File: config.mk
export PLATFORM = sky130hd
export DESIGN_NAME = ex_port_arbiter
export DESIGN_NICKNAME = d
export VERILOG_FILES = /design/src/rtl/ex_arb_pkg.sv /design/src/rtl/ex_port_capture.sv /design/src/rtl/ex_port_arbiter.sv
export SDC_FILE = /design/constraint.sdc
export NUM_CORES = 1
export LEC_CHECK = 0
export ABC_AREA = 1
export CELL_PAD_IN_SITES_DETAIL_PLACEMENT = 1
export CELL_PAD_IN_SITES_GLOBAL_PLACEMENT = 2
export CORE_AREA = 4 4 316 318
export CTS_BUF_LIST = sky130_fd_sc_hd__clkbuf_4
export DETAILED_ROUTE_END_ITERATION = 8
export DIE_AREA = 0 0 320 322
export PLACE_DENSITY = 0.85
export SETUP_SLACK_MARGIN = 0.5
export SYNTH_ARGS = -nofsm -noshare
export SYNTH_HDL_FRONTEND = slang
export SYNTH_SLANG_ARGS = --single-unit
File: constraint.sdc
create_clock -name clk -period 10.85 [get_ports clk]
set_clock_uncertainty 0.05 [all_clocks]
set_input_delay 2.7125 -clock clk [delete_from_list [all_inputs] [get_ports clk]]
set_output_delay 2.7125 -clock clk [all_outputs]
set_load 0.01 [all_outputs]
File: src/rtl/ex_arb_pkg.sv
// ============================================================================
// Module   : ex_arb_pkg
// Brief    : Shared states, request struct and width defaults for ex_port_arbiter.
// Revision : 1.0
// ============================================================================
`default_nettype none

package ex_arb_pkg;

  localparam int ARB_ADDR_WID   = 14;
  localparam int ARB_DATA_WID   = 32;
  localparam int ARB_BYTE_SHIFT = 2;
  localparam int HOST_WID       = 64;

  typedef enum logic [2:0] {
    ST_IDLE   = 3'd0,
    ST_RUN    = 3'd1,
    ST_ISSUE0 = 3'd2,
    ST_WAIT0  = 3'd3,
    ST_ISSUE1 = 3'd4,
    ST_WAIT1  = 3'd5,
    ST_FINISH = 3'd6
  } arb_state_e;

  typedef struct packed {
    logic                    we;
    logic [ARB_ADDR_WID-1:0] addr;
    logic [ARB_DATA_WID-1:0] d;
  } arb_req_t;

  function automatic logic [HOST_WID-1:0] host_addr(
    input logic [HOST_WID-1:0]     base,
    input logic [ARB_ADDR_WID-1:0] addr,
    input int unsigned             shift
  );
    return base + ({{(HOST_WID-ARB_ADDR_WID){1'b0}}, addr} << shift);
  endfunction

endpackage

`default_nettype wire

File: src/rtl/ex_port_capture.sv
// ============================================================================
// Module   : ex_port_capture
// Brief    : One pending-request slot; clear has priority over capture.
// Revision : 1.0
// ============================================================================
`default_nettype none

module ex_port_capture
  import ex_arb_pkg::*;
(
  input  logic     clk,
  input  logic     rst_n,
  input  logic     cap_i,
  input  logic     clr_i,
  input  arb_req_t req_i,
  output logic     valid_o,
  output arb_req_t req_o
);

  logic     valid_q;
  arb_req_t req_q;

  always_ff @(posedge clk or negedge rst_n) begin
    if (!rst_n) begin
      valid_q <= 1'b0;
      req_q   <= '0;
    end else if (clr_i) begin
      valid_q <= 1'b0;
      req_q   <= '0;
    end else if (cap_i) begin
      valid_q <= 1'b1;
      req_q   <= req_i;
    end
  end

  assign valid_o = valid_q;
  assign req_o   = req_q;

endmodule

`default_nettype wire

File: src/rtl/ex_port_arbiter.sv
// ============================================================================
// Module   : ex_port_arbiter
// Brief    : Freezes an HLS kernel (clock enable) while its two ex ports are
//            serviced, port 0 first, over one host read/write handshake.
//            Optional statistics counters: define ACCESS_CNT_EN.
// Revision : 1.0
// ============================================================================
`default_nettype none

module ex_port_arbiter
  import ex_arb_pkg::*;
#(
  parameter int ADDR_WID   = ARB_ADDR_WID,
  parameter int DATA_WID   = ARB_DATA_WID,
  parameter int BYTE_SHIFT = ARB_BYTE_SHIFT
) (
  input  logic                clk,
  input  logic                rst_n,
  input  logic                start_i,
  output logic                done_o,
  output logic                kern_start_o,
  input  logic                kern_done_i,
  output logic                kern_ce_o,
  input  logic                p0_ce_i,
  input  logic                p0_we_i,
  input  logic [ADDR_WID-1:0] p0_addr_i,
  input  logic [DATA_WID-1:0] p0_d_i,
  output logic [DATA_WID-1:0] p0_q_o,
  input  logic                p1_ce_i,
  input  logic                p1_we_i,
  input  logic [ADDR_WID-1:0] p1_addr_i,
  input  logic [DATA_WID-1:0] p1_d_i,
  output logic [DATA_WID-1:0] p1_q_o,
  input  logic [63:0]         read_base_i,
  input  logic [63:0]         write_base_i,
  input  logic [63:0]         xfer_size_i,
  output logic                rd_req_o,
  output logic [63:0]         rd_addr_o,
  output logic [63:0]         rd_size_o,
  input  logic                rd_ready_i,
  input  logic [DATA_WID-1:0] rd_data_i,
  output logic                wr_req_o,
  output logic [63:0]         wr_addr_o,
  output logic [63:0]         wr_size_o,
  output logic [DATA_WID-1:0] wr_data_o,
  input  logic                wr_ready_i,
  output logic [63:0]         access_cnt_o,
  output logic [63:0]         stall_cnt_o
);

  arb_state_e          state_q, state_d;
  logic                kern_start_q, kern_start_d;
  logic                done_q, done_d;
  logic                done_lat_q, done_lat_d;
  logic [DATA_WID-1:0] p0_q_q, p0_q_d, p1_q_q, p1_q_d;
  logic [63:0]         rd_addr_q, rd_size_q, wr_addr_q, wr_size_q;
  logic [DATA_WID-1:0] wr_data_q;
  logic                cap0, cap1, clr0, clr1, valid0, valid1;
  logic                ready0, ready1, issuing;
  arb_req_t            live0, live1, slot0, slot1, iss;
  logic [63:0]         iss_rd_addr, iss_wr_addr;

  assign live0 = '{we: p0_we_i, addr: ARB_ADDR_WID'(p0_addr_i), d: ARB_DATA_WID'(p0_d_i)};
  assign live1 = '{we: p1_we_i, addr: ARB_ADDR_WID'(p1_addr_i), d: ARB_DATA_WID'(p1_d_i)};

  ex_port_capture u_slot0 (
    .clk(clk), .rst_n(rst_n), .cap_i(cap0), .clr_i(clr0),
    .req_i(live0), .valid_o(valid0), .req_o(slot0)
  );

  ex_port_capture u_slot1 (
    .clk(clk), .rst_n(rst_n), .cap_i(cap1), .clr_i(clr1),
    .req_i(live1), .valid_o(valid1), .req_o(slot1)
  );

  // A ready only counts when it matches the direction of the slot being waited on.
  assign ready0 = valid0 && (slot0.we ? wr_ready_i : rd_ready_i);
  assign ready1 = valid1 && (slot1.we ? wr_ready_i : rd_ready_i);

  assign issuing     = (state_q == ST_ISSUE0) || (state_q == ST_ISSUE1);
  assign iss         = (state_q == ST_ISSUE1) ? slot1 : slot0;
  assign iss_rd_addr = host_addr(read_base_i, iss.addr, BYTE_SHIFT);
  assign iss_wr_addr = host_addr(write_base_i, iss.addr, BYTE_SHIFT);

  assign rd_req_o  = issuing && !iss.we;
  assign wr_req_o  = issuing && iss.we;
  assign rd_addr_o = rd_req_o ? iss_rd_addr : rd_addr_q;
  assign rd_size_o = rd_req_o ? xfer_size_i : rd_size_q;
  assign wr_addr_o = wr_req_o ? iss_wr_addr : wr_addr_q;
  assign wr_size_o = wr_req_o ? xfer_size_i : wr_size_q;
  assign wr_data_o = wr_req_o ? DATA_WID'(iss.d) : wr_data_q;

  assign kern_ce_o    = (state_q == ST_RUN);
  assign kern_start_o = kern_start_q;
  assign done_o       = done_q;
  assign p0_q_o       = p0_q_q;
  assign p1_q_o       = p1_q_q;

  always_comb begin
    state_d      = state_q;
    kern_start_d = kern_start_q;
    done_lat_d   = done_lat_q;
    done_d       = 1'b0;
    p0_q_d       = p0_q_q;
    p1_q_d       = p1_q_q;
    cap0         = 1'b0;
    cap1         = 1'b0;
    clr0         = 1'b0;
    clr1         = 1'b0;
    case (state_q)
      ST_IDLE: begin
        if (start_i) begin
          state_d      = ST_RUN;
          kern_start_d = 1'b1;
        end
      end
      ST_RUN: begin
        cap0 = p0_ce_i;
        cap1 = p1_ce_i;
        if (kern_done_i && (p0_ce_i || p1_ce_i)) done_lat_d = 1'b1;
        if (p0_ce_i)          state_d = ST_ISSUE0;
        else if (p1_ce_i)     state_d = ST_ISSUE1;
        else if (kern_done_i) state_d = ST_FINISH;
      end
      ST_ISSUE0: state_d = ST_WAIT0;
      ST_ISSUE1: state_d = ST_WAIT1;
      ST_WAIT0: begin
        if (ready0) begin
          clr0 = 1'b1;
          if (!slot0.we) p0_q_d = rd_data_i;
          if (valid1)          state_d = ST_ISSUE1;
          else if (done_lat_q) state_d = ST_FINISH;
          else                 state_d = ST_RUN;
        end
      end
      ST_WAIT1: begin
        if (ready1) begin
          clr1 = 1'b1;
          if (!slot1.we) p1_q_d = rd_data_i;
          state_d = done_lat_q ? ST_FINISH : ST_RUN;
        end
      end
      ST_FINISH: begin
        clr0       = 1'b1;
        clr1       = 1'b1;
        done_lat_d = 1'b0;
        state_d    = ST_IDLE;
      end
      default: state_d = ST_IDLE;
    endcase
    if (state_d == ST_FINISH) begin
      done_d       = 1'b1;
      kern_start_d = 1'b0;
    end
  end

  always_ff @(posedge clk or negedge rst_n) begin
    if (!rst_n) begin
      state_q      <= ST_IDLE;
      kern_start_q <= 1'b0;
      done_q       <= 1'b0;
      done_lat_q   <= 1'b0;
      p0_q_q       <= '0;
      p1_q_q       <= '0;
      rd_addr_q    <= '0;
      rd_size_q    <= '0;
      wr_addr_q    <= '0;
      wr_size_q    <= '0;
      wr_data_q    <= '0;
    end else begin
      state_q      <= state_d;
      kern_start_q <= kern_start_d;
      done_q       <= done_d;
      done_lat_q   <= done_lat_d;
      p0_q_q       <= p0_q_d;
      p1_q_q       <= p1_q_d;
      if (rd_req_o) begin
        rd_addr_q <= iss_rd_addr;
        rd_size_q <= xfer_size_i;
      end
      if (wr_req_o) begin
        wr_addr_q <= iss_wr_addr;
        wr_size_q <= xfer_size_i;
        wr_data_q <= DATA_WID'(iss.d);
      end
    end
  end

`ifdef ACCESS_CNT_EN
  logic [63:0] access_cnt_q, stall_cnt_q;
  logic        serviced;

  assign serviced = ((state_q == ST_WAIT0) && ready0) || ((state_q == ST_WAIT1) && ready1);

  always_ff @(posedge clk or negedge rst_n) begin
    if (!rst_n) begin
      access_cnt_q <= '0;
      stall_cnt_q  <= '0;
    end else if ((state_q == ST_IDLE) && start_i) begin
      access_cnt_q <= '0;
      stall_cnt_q  <= '0;
    end else begin
      if (serviced && (access_cnt_q != '1)) access_cnt_q <= access_cnt_q + 64'd1;
      if (kern_start_q && !kern_ce_o && (stall_cnt_q != '1)) stall_cnt_q <= stall_cnt_q + 64'd1;
    end
  end

  assign access_cnt_o = access_cnt_q;
  assign stall_cnt_o  = stall_cnt_q;
`else
  assign access_cnt_o = '0;
  assign stall_cnt_o  = '0;
`endif

endmodule

`default_nettype wire

==> results by group, run 1 <==
Status
  • Outcome: completed

STA
  • RSZ-0062 raised after global routing: false
  • Fmax: 111 MHz
  • Shortest period the worst path allows: 9.03 ns
  • Final period util: 83.2%
  • Worst hold slack: 0.421 ns
  • Slew margin rel.: 26.4%
  • Final hold violations: 0
  • Slew @ Worst Pin: 1.09 ns
  • Final setup fails: 0
  • Worst setup margin: 1.82 ns
  • Setup TNS: 0 ns
  • Fin. max-slew vios: 0

Routing
  • DRT Pass-1 Iters: 5
  • WL met2: 49600 um
  • Met1 Wirelength: 44700 um
  • # DRC: 0
  • Top routing layer in use: met5
  • Routed via count: 23300
  • Met3 wire length: 7380 um
  • Routed vias/inst: 4.44
  • ANT nets after route: 0
  • WL final: 105000 um
  • Routed WL per cell: 20.1 um
  • Initial DRC count: 1152

Worst setup path
  • R2R Setup Slk: 6.54 ns
  • Delay-heaviest family, CP: buffers and inverters
  • CP Cell Sequence: clkdlybuf4s50_1, ha_1, inv_1, fa_1, inv_1, nand3_1, nand3_1, nand3_1, nand3_1, nand2_1, nand2_1, o21ai_0, o21ai_0, clkdlybuf4s50_1
  • Kind of end point of the critical path: output pin
  • CP Class: input port to output pin
  • Required time worst endpoint: 8.09 ns
  • Most frequent CP cell: nand3_1
  • Crit Path Max Fanout: 6
  • CP max stage cell: clkdlybuf4s50_1
  • Buf/Inv on CP: 4
  • Worst Path Arrival: 6.26 ns
  • CP max stage delay: 0.66 ns
  • CP Launch Type: input port

Flow run
  • Max Cap Viol: 0

Yosys
  • Ys flop type: dfrtp_1
  • Cell Area, Synth: 23900 um2
  • Post-Syn Instances: 3108
  • Distinct cells, synth: 39
  • Synth Register Bits: 454
  • Avg Inst Size Synth: 7.70 um2
  • Ys Warns: 0
  • Sequential share of the synthesized area: 47.5%
  • Yosys top cell area share: 47.5%
  • Async SR Flop Fraction: 100%
  • Post-synth EDFFs: 0
  • Synth area leaders: dfrtp_1 47%, nand2_1 17%, inv_1 5.9%, o21ai_0 4.5%, buf_4 4.1%
  • Post-synth top area cell: dfrtp_1

Placement
  • GP Congestion: 0.930
  • Dpl cells: 4987
  • Pre-CTS setup slack: 1.79 ns
  • Placed cell area: 31600 um2
  • Input/output buffers: 682
  • Dpl hpwl: 82100 um

Clock tree
  • Clk buf depth: 3
  • Hold-fix buffers at CTS: 0
  • Clk sink count: 454
  • CTS root buf: clkbuf_4
  • Worst-Skew Late Latency: 1.02 ns
  • Reg clk slew, reported paths: 0.07 ns
  • H-tree levels: 4
  • # Post-CTS Setup Buffers: 0
  • CTS tree: built
  • Post-CTS sizing: 0
  • Num CTS Buffers: 141

Hold path
  • Worst hold path class: flip-flop to flip-flop

GRT
  • First-pass GRT wire length: 154000 um
  • Total gr overflow: 0
  • GR Util All Layers: 19.9%
  • Initial antenna violation count: 34
  • Largest net degree at the start of global routing: 144
  • Number of global-route vias before repair: 24400

Die
  • Core area: 96600 um2
  • Ports: 811
  • DIE AREA: 103000 um2
  • Cell row count: 114
  • Width of the die: 320 um
  • Die height: 322 um
  • Initial core utilization: 24.8%

Power
  • Power share of the sequential group: 28.3%
  • Leak pwr: 16.1 nW
  • Net Sw Frac: 41.7%
  • Comb power frac: 54.2%
  • Power Internal: 5.75 mW
  • NetSw: 4.11 mW
  • Clk pwr share: 17.4%
  • PwrDens: 295 nW/um2
  • Worst vdd ir: 0.126 mV

Final layout
  • Commonest cells after routing, fill and taps aside: 1058 x nand2_1, 681 x clkdlybuf4s50_1, 454 x dfrtp_1
  • Filler cells: 11800
  • Synthesis-to-finish area growth: 39.6%
  • Cell area after layout: 33400 um2
  • Nets: 4210
  • Share of cells above drive strength 1: 7.06%
  • Commonest non-fill, non-tap cell in the layout: nand2_1
  • Post-Layout Cell Count: 5248
## tightest hold or removal path, delay by kind of cell (launching register included)
kind	cells	cell delay (ns)
flip-flops	1	0.32
AND/OR/NAND/NOR	2	0.11
## state kept, by name, summed over array words and instances, names as in the netlist
register	flops
p1_q_o	32
p0_q_o	32
u_slot1.req_o	47
state_q	3
u_slot0.req_o	47
rd_size_q	64
wr_size_q	64
kern_start_o	1
done_o	1
wr_data_q	32
wr_addr_q	64
u_slot1.valid_o	1
done_lat_q	1
u_slot0.valid_o	1
rd_addr_q	64
## synthesized netlist by cell type (all sizes together) (3+ instances only)
| cell type | n |
|---|---|
| mux2 | 64 |
| o21ai | 366 |
| dfrtp | 454 |
| and2 | 3 |
| nor2 | 166 |
| inv | 387 |
| nand3b | 21 |
| nor3 | 47 |
| a31oi | 11 |
| buf | 190 |
| clkbuf | 35 |
| nand3 | 145 |
| nand4 | 47 |
| nor4 | 3 |
| a21oi | 25 |
| xor2 | 9 |
| xnor2 | 24 |
| ha | 28 |
| or2 | 7 |
| nor3b | 3 |
| and3 | 5 |
| nand2 | 1060 |
## power by group through the flow
stage	clock network (mW)	logic, mW	registers [mW]
after global placement	0	5.37	2.79
after global routing	1.91	5.84	2.88
final	1.72	5.35	2.79
after floorplan	0	2.45	2.81
after detailed placement	0	5.45	2.83
after CTS	1.81	5.48	2.80
## final cells by class
type | instances | area (um2) | share of cell area (%)
diodes | 19 | 47.5 | 0.142
inverters | 387 | 1470 | 4.39
well taps | 1276 | 1600 | 4.78
repair buffers | 701 | 7000 | 21.0
multi-input cells | 2169 | 10200 | 30.5
clock buffers | 204 | 1530 | 4.59
clock inverters | 38 | 210 | 0.629
flip-flops and latches | 454 | 11400 | 34.0
## layer usage
metal  vias up  global-route usage [%]
li1      11200                       -
met1     11200                    24.6
met5         -                       0
met3       207                    5.84
met4        22                    7.99
met2       722                    32.5
## through the flow
| step | power (mW) | utilization [%] |
|---|---|---|
| floorplan | 5.26 | - |
| global placement | 8.16 | 32.7 |
| detailed placement | 8.28 | 32.7 |
| CTS | 10.1 | 34.5 |
| global route | 10.6 | 34.6 |
| finish | 9.86 | 34.6 |
## final timing paths
path | start | end | cells past startpoint
setup / recovery | write_base_i[2] | wr_addr_o[18] | 14
hold / removal | rd_addr_q[0] | rd_addr_q[0] | 2
setup reg to reg | state_q[0] | wr_addr_q[18] | 15
hold reg to reg | rd_addr_q[0] | rd_addr_q[0] | 2
max in group asynchronous | rst_n | u_slot0.req_o[36] | 3
min in group asynchronous | rst_n | rd_size_q[32] | 1
## cell families after synthesis
logic type	share of synthesized area [%]
xor+xnor	1.21
mux	3.01
compound gates	8.66
buf+inv	12.1
fa+ha+maj	1.63
other cells	0.0157
simple gates	25.9
flops	47.5
Power figures use the tool's default switching activity.
==> inputs of run 2 (changes only) <==
- CORE_AREA: 4 4 316 318 -> 4 4 318 320
- DIE_AREA: 0 0 320 322 -> 0 0 322 324
- PLACE_DENSITY: 0.85 -> 0.84
- clock period: 10.85 -> 9 ns (I/O delays scaled with it)
==> run 2 against run 1 <==
Compared with the run above:
- wire length fell by 0.35%
- core utilization fell by 0.45 points
- critical path depth did not move
- cell count rose by 0.53%
- setup slack got worse by 0.91 ns
- die area rose by 1.3%
- power rose by 21%
- critical endpoint unchanged
- highest routed layer unchanged
==> results by group, run 2 (synthesis results as in run 1) <==
Worst setup path
  • FF-to-FF path depth: 14 (-1)
  • CP Class: input port to output pin
  • CP Launch Type: input port
  • CP max stage delay: 0.65 ns (about the same)
  • Delay-heaviest family, CP: buffers and inverters
  • CP max stage cell: clkdlybuf4s50_1
  • CP Cell Sequence: clkdlybuf4s50_1, ha_1, inv_1, fa_1, inv_1, nand3_1, nand3_1, nand3_1, nand3_1, nand2_1, nand2_1, o21ai_0, o21ai_0, clkdlybuf4s50_1
  • Worst Path Arrival: 5.79 ns (-0.47 ns)
  • Buf/Inv on CP: 4 (unchanged)
  • Most frequent CP cell: nand3_1
  • Required time worst endpoint: 6.70 ns (-1.39 ns)
  • Crit Path Max Fanout: 6 (unchanged)
  • Reg2reg start: state_q[0]
  • R2R Setup Slk: 4.85 ns (-1.69 ns)
  • Worst reg2reg path endpoint: wr_addr_q[43]
  • Kind of end point of the critical path: output pin

Die
  • Width of the die: 322 um (+0.63%)
  • DIE AREA: 104000 um2 (+1.3%)
  • Cell row count: 115 (+0.88%)
  • Core area: 98100 um2 (+1.6%)
  • Die height: 324 um (+0.62%)
  • Ports: 811 (unchanged)
  • Initial core utilization: 24.4% (-0.40 points)

Routing
  • Initial DRC count: 1134 (-1.6%)
  • Routed WL per cell: 19.9 um (-0.88%)
  • DRT Pass-1 Iters: 5 (unchanged)
  • # DRC: 0 (unchanged)
  • WL final: 105000 um (-0.35%)
  • ANT nets after route: 0 (unchanged)
  • Routed via count: 23200 (-0.51%)
  • Routed vias/inst: 4.39 (-1.0%)

STA
  • Slew @ Worst Pin: 0.980 ns (-0.112 ns)
  • Final hold violations: 0 (unchanged)
  • Final setup fails: 0 (unchanged)
  • Shortest period the worst path allows: 8.09 ns
  • Fin. max-slew vios: 0 (unchanged)
  • Worst setup margin: 0.911 ns (-0.912 ns)
  • Setup TNS: 0 ns (unchanged)
  • RSZ-0062 raised after global routing: false
  • Slew margin rel.: 34.7% (+8.3 points)
  • Fmax: 124 MHz
  • Final period util: 89.9%

Flow run
  • Max Cap Viol: 0 (unchanged)

Clock tree
  • H-tree levels: 4 (unchanged)
  • # Post-CTS Setup Buffers: 0 (unchanged)
  • Post-CTS sizing: 0 (unchanged)
  • Clk sink count: 454 (unchanged)
  • Reg clk slew, reported paths: 0.06 ns (about the same)
  • CTS tree: built
  • Num CTS Buffers: 144 (+2.1%)
  • CTS root buf: clkbuf_4
  • Worst-Skew Late Latency: 1.01 ns (about the same)
  • Hold-fix buffers at CTS: 0 (unchanged)
  • Clk buf depth: 3 (unchanged)

Power
  • PwrDens: 357 nW/um2 (+21%)
  • Overall power: 12.0 mW (+21%)
  • Net Sw Frac: 41.8% (+0.16 points)
  • Worst vdd ir: 0.126 mV (+0.67%)
  • NetSw: 5.01 mW (+22%)
  • Power share of the sequential group: 28.2% (about the same)
  • Leak pwr: 16.1 nW (+0.33%)
  • Power Internal: 6.96 mW (+21%)
  • Clk pwr share: 17.6% (+0.2 points)
  • Comb power frac: 54.2% (about the same)

Placement
  • Input/output buffers: 682 (unchanged)
  • Placed cell area: 31600 um2 (about the same)
  • GP Congestion: 0.918 (-1.3%)
  • Pre-CTS setup slack: 0.842 ns (-0.943 ns)
  • Dpl hpwl: 82100 um (about the same)

GRT
  • Met3 usage in global routing: 6.56% (+0.71 points)
  • Total gr overflow: 0 (unchanged)
  • Met2 Usage GRT: 32.7% (+0.15 points)
  • Met1 usage: 24.0% (-0.59 points)
  • GR peak layer: met2
  • GR Util All Layers: 19.8% (-0.11 points)
  • Largest net degree at the start of global routing: 169 (+17%)
  • Number of global-route vias before repair: 24100 (-1.2%)
  • First-pass GRT wire length: 154000 um (+0.12%)
  • Initial antenna violation count: 28 (-18%)

Hold path
  • Hold depth: 2 (unchanged)
  • Worst hold path class: flip-flop to flip-flop
  • WHS Endpoint: rd_addr_q[2]
  • Worst Hold Launch: rd_addr_q[2]

Final layout
  • Commonest cells after routing, fill and taps aside: 1058 x nand2_1, 681 x clkdlybuf4s50_1, 454 x dfrtp_1
  • Synthesis-to-finish area growth: 40.0%
  • Nets: 4216 (+0.14%)
  • Commonest non-fill, non-tap cell in the layout: nand2_1
  • Cell area after layout: 33500 um2 (+0.29%)
  • Share of cells above drive strength 1: 7.29% (+0.23 points)

Status
  • Outcome: completed
==> run 2: stage by stage <==
step | utilization (%) | std cells | hold WS, ns
after detailed placement | 32.2 | 5001 | 0.408
after floorplan | - | 3235 | 0.436
after global routing | 34.1 | 5264 | 0.441
after CTS | 34.1 | 5253 | 0.422
after global placement | 32.2 | 5001 | 0.402
final | 34.1 | 5276 | 0.420
==> run 2: worst register-to-register path: cells and delay by family, from the launching register on <==
kind / cells / cell delay [ns]
and+or+nand+nor: 12 / 2.34
AOI/OAI and AO/OA: 1 / 0.91
adders and majority gates: 1 / 0.33
DFF: 1 / 0.46
==> run 2: power by group through the flow <==
| stage | registers, mW | logic, mW | clock network (mW) |
|---|---|---|---|
| after CTS | 3.38 | 6.66 | 2.23 |
| after global routing | 3.48 | 7.13 | 2.34 |
| after global placement | 3.36 | 6.54 | 0 |
| after floorplan | 3.39 | 2.96 | 0 |
| final | 3.38 | 6.48 | 2.11 |
| after detailed placement | 3.41 | 6.62 | 0 |
==> run 2: cell type report <==
| cell class | instances | area [um2] |
|---|---|---|
| repair buffers | 704 | 7020 |
| clock buffers | 206 | 1550 |
| inverters | 387 | 1470 |
| clock inverters | 46 | 251 |
| flip-flops and latches | 454 | 11400 |
| diodes | 23 | 57.6 |
| fillers | 11900 | 64600 |
| well taps | 1287 | 1610 |
| multi-input cells | 2169 | 10200 |
==> run 2: per-layer routing <==
layer	part of all wire [%]	vias up
met3	7.7	162
met2	48	670
li1	-	11200
met4	2.8	16
met1	42	11100
met5	0.10	-
==> run 2: how the worst max path moves through the flow <==
stage / start / endpoint / slack (ns) / cells after the start
floorplan: write_base_i[2] / wr_addr_o[24] / 2.73 / 12
global placement: write_base_i[2] / wr_addr_o[18] / 0.85 / 14
detailed placement: write_base_i[2] / wr_addr_o[18] / 0.84 / 14
CTS: state_q[0] / wr_addr_o[18] / 0.78 / 17
global route: state_q[0] / wr_addr_o[18] / 0.51 / 13
finish: write_base_i[2] / wr_addr_o[18] / 0.91 / 14
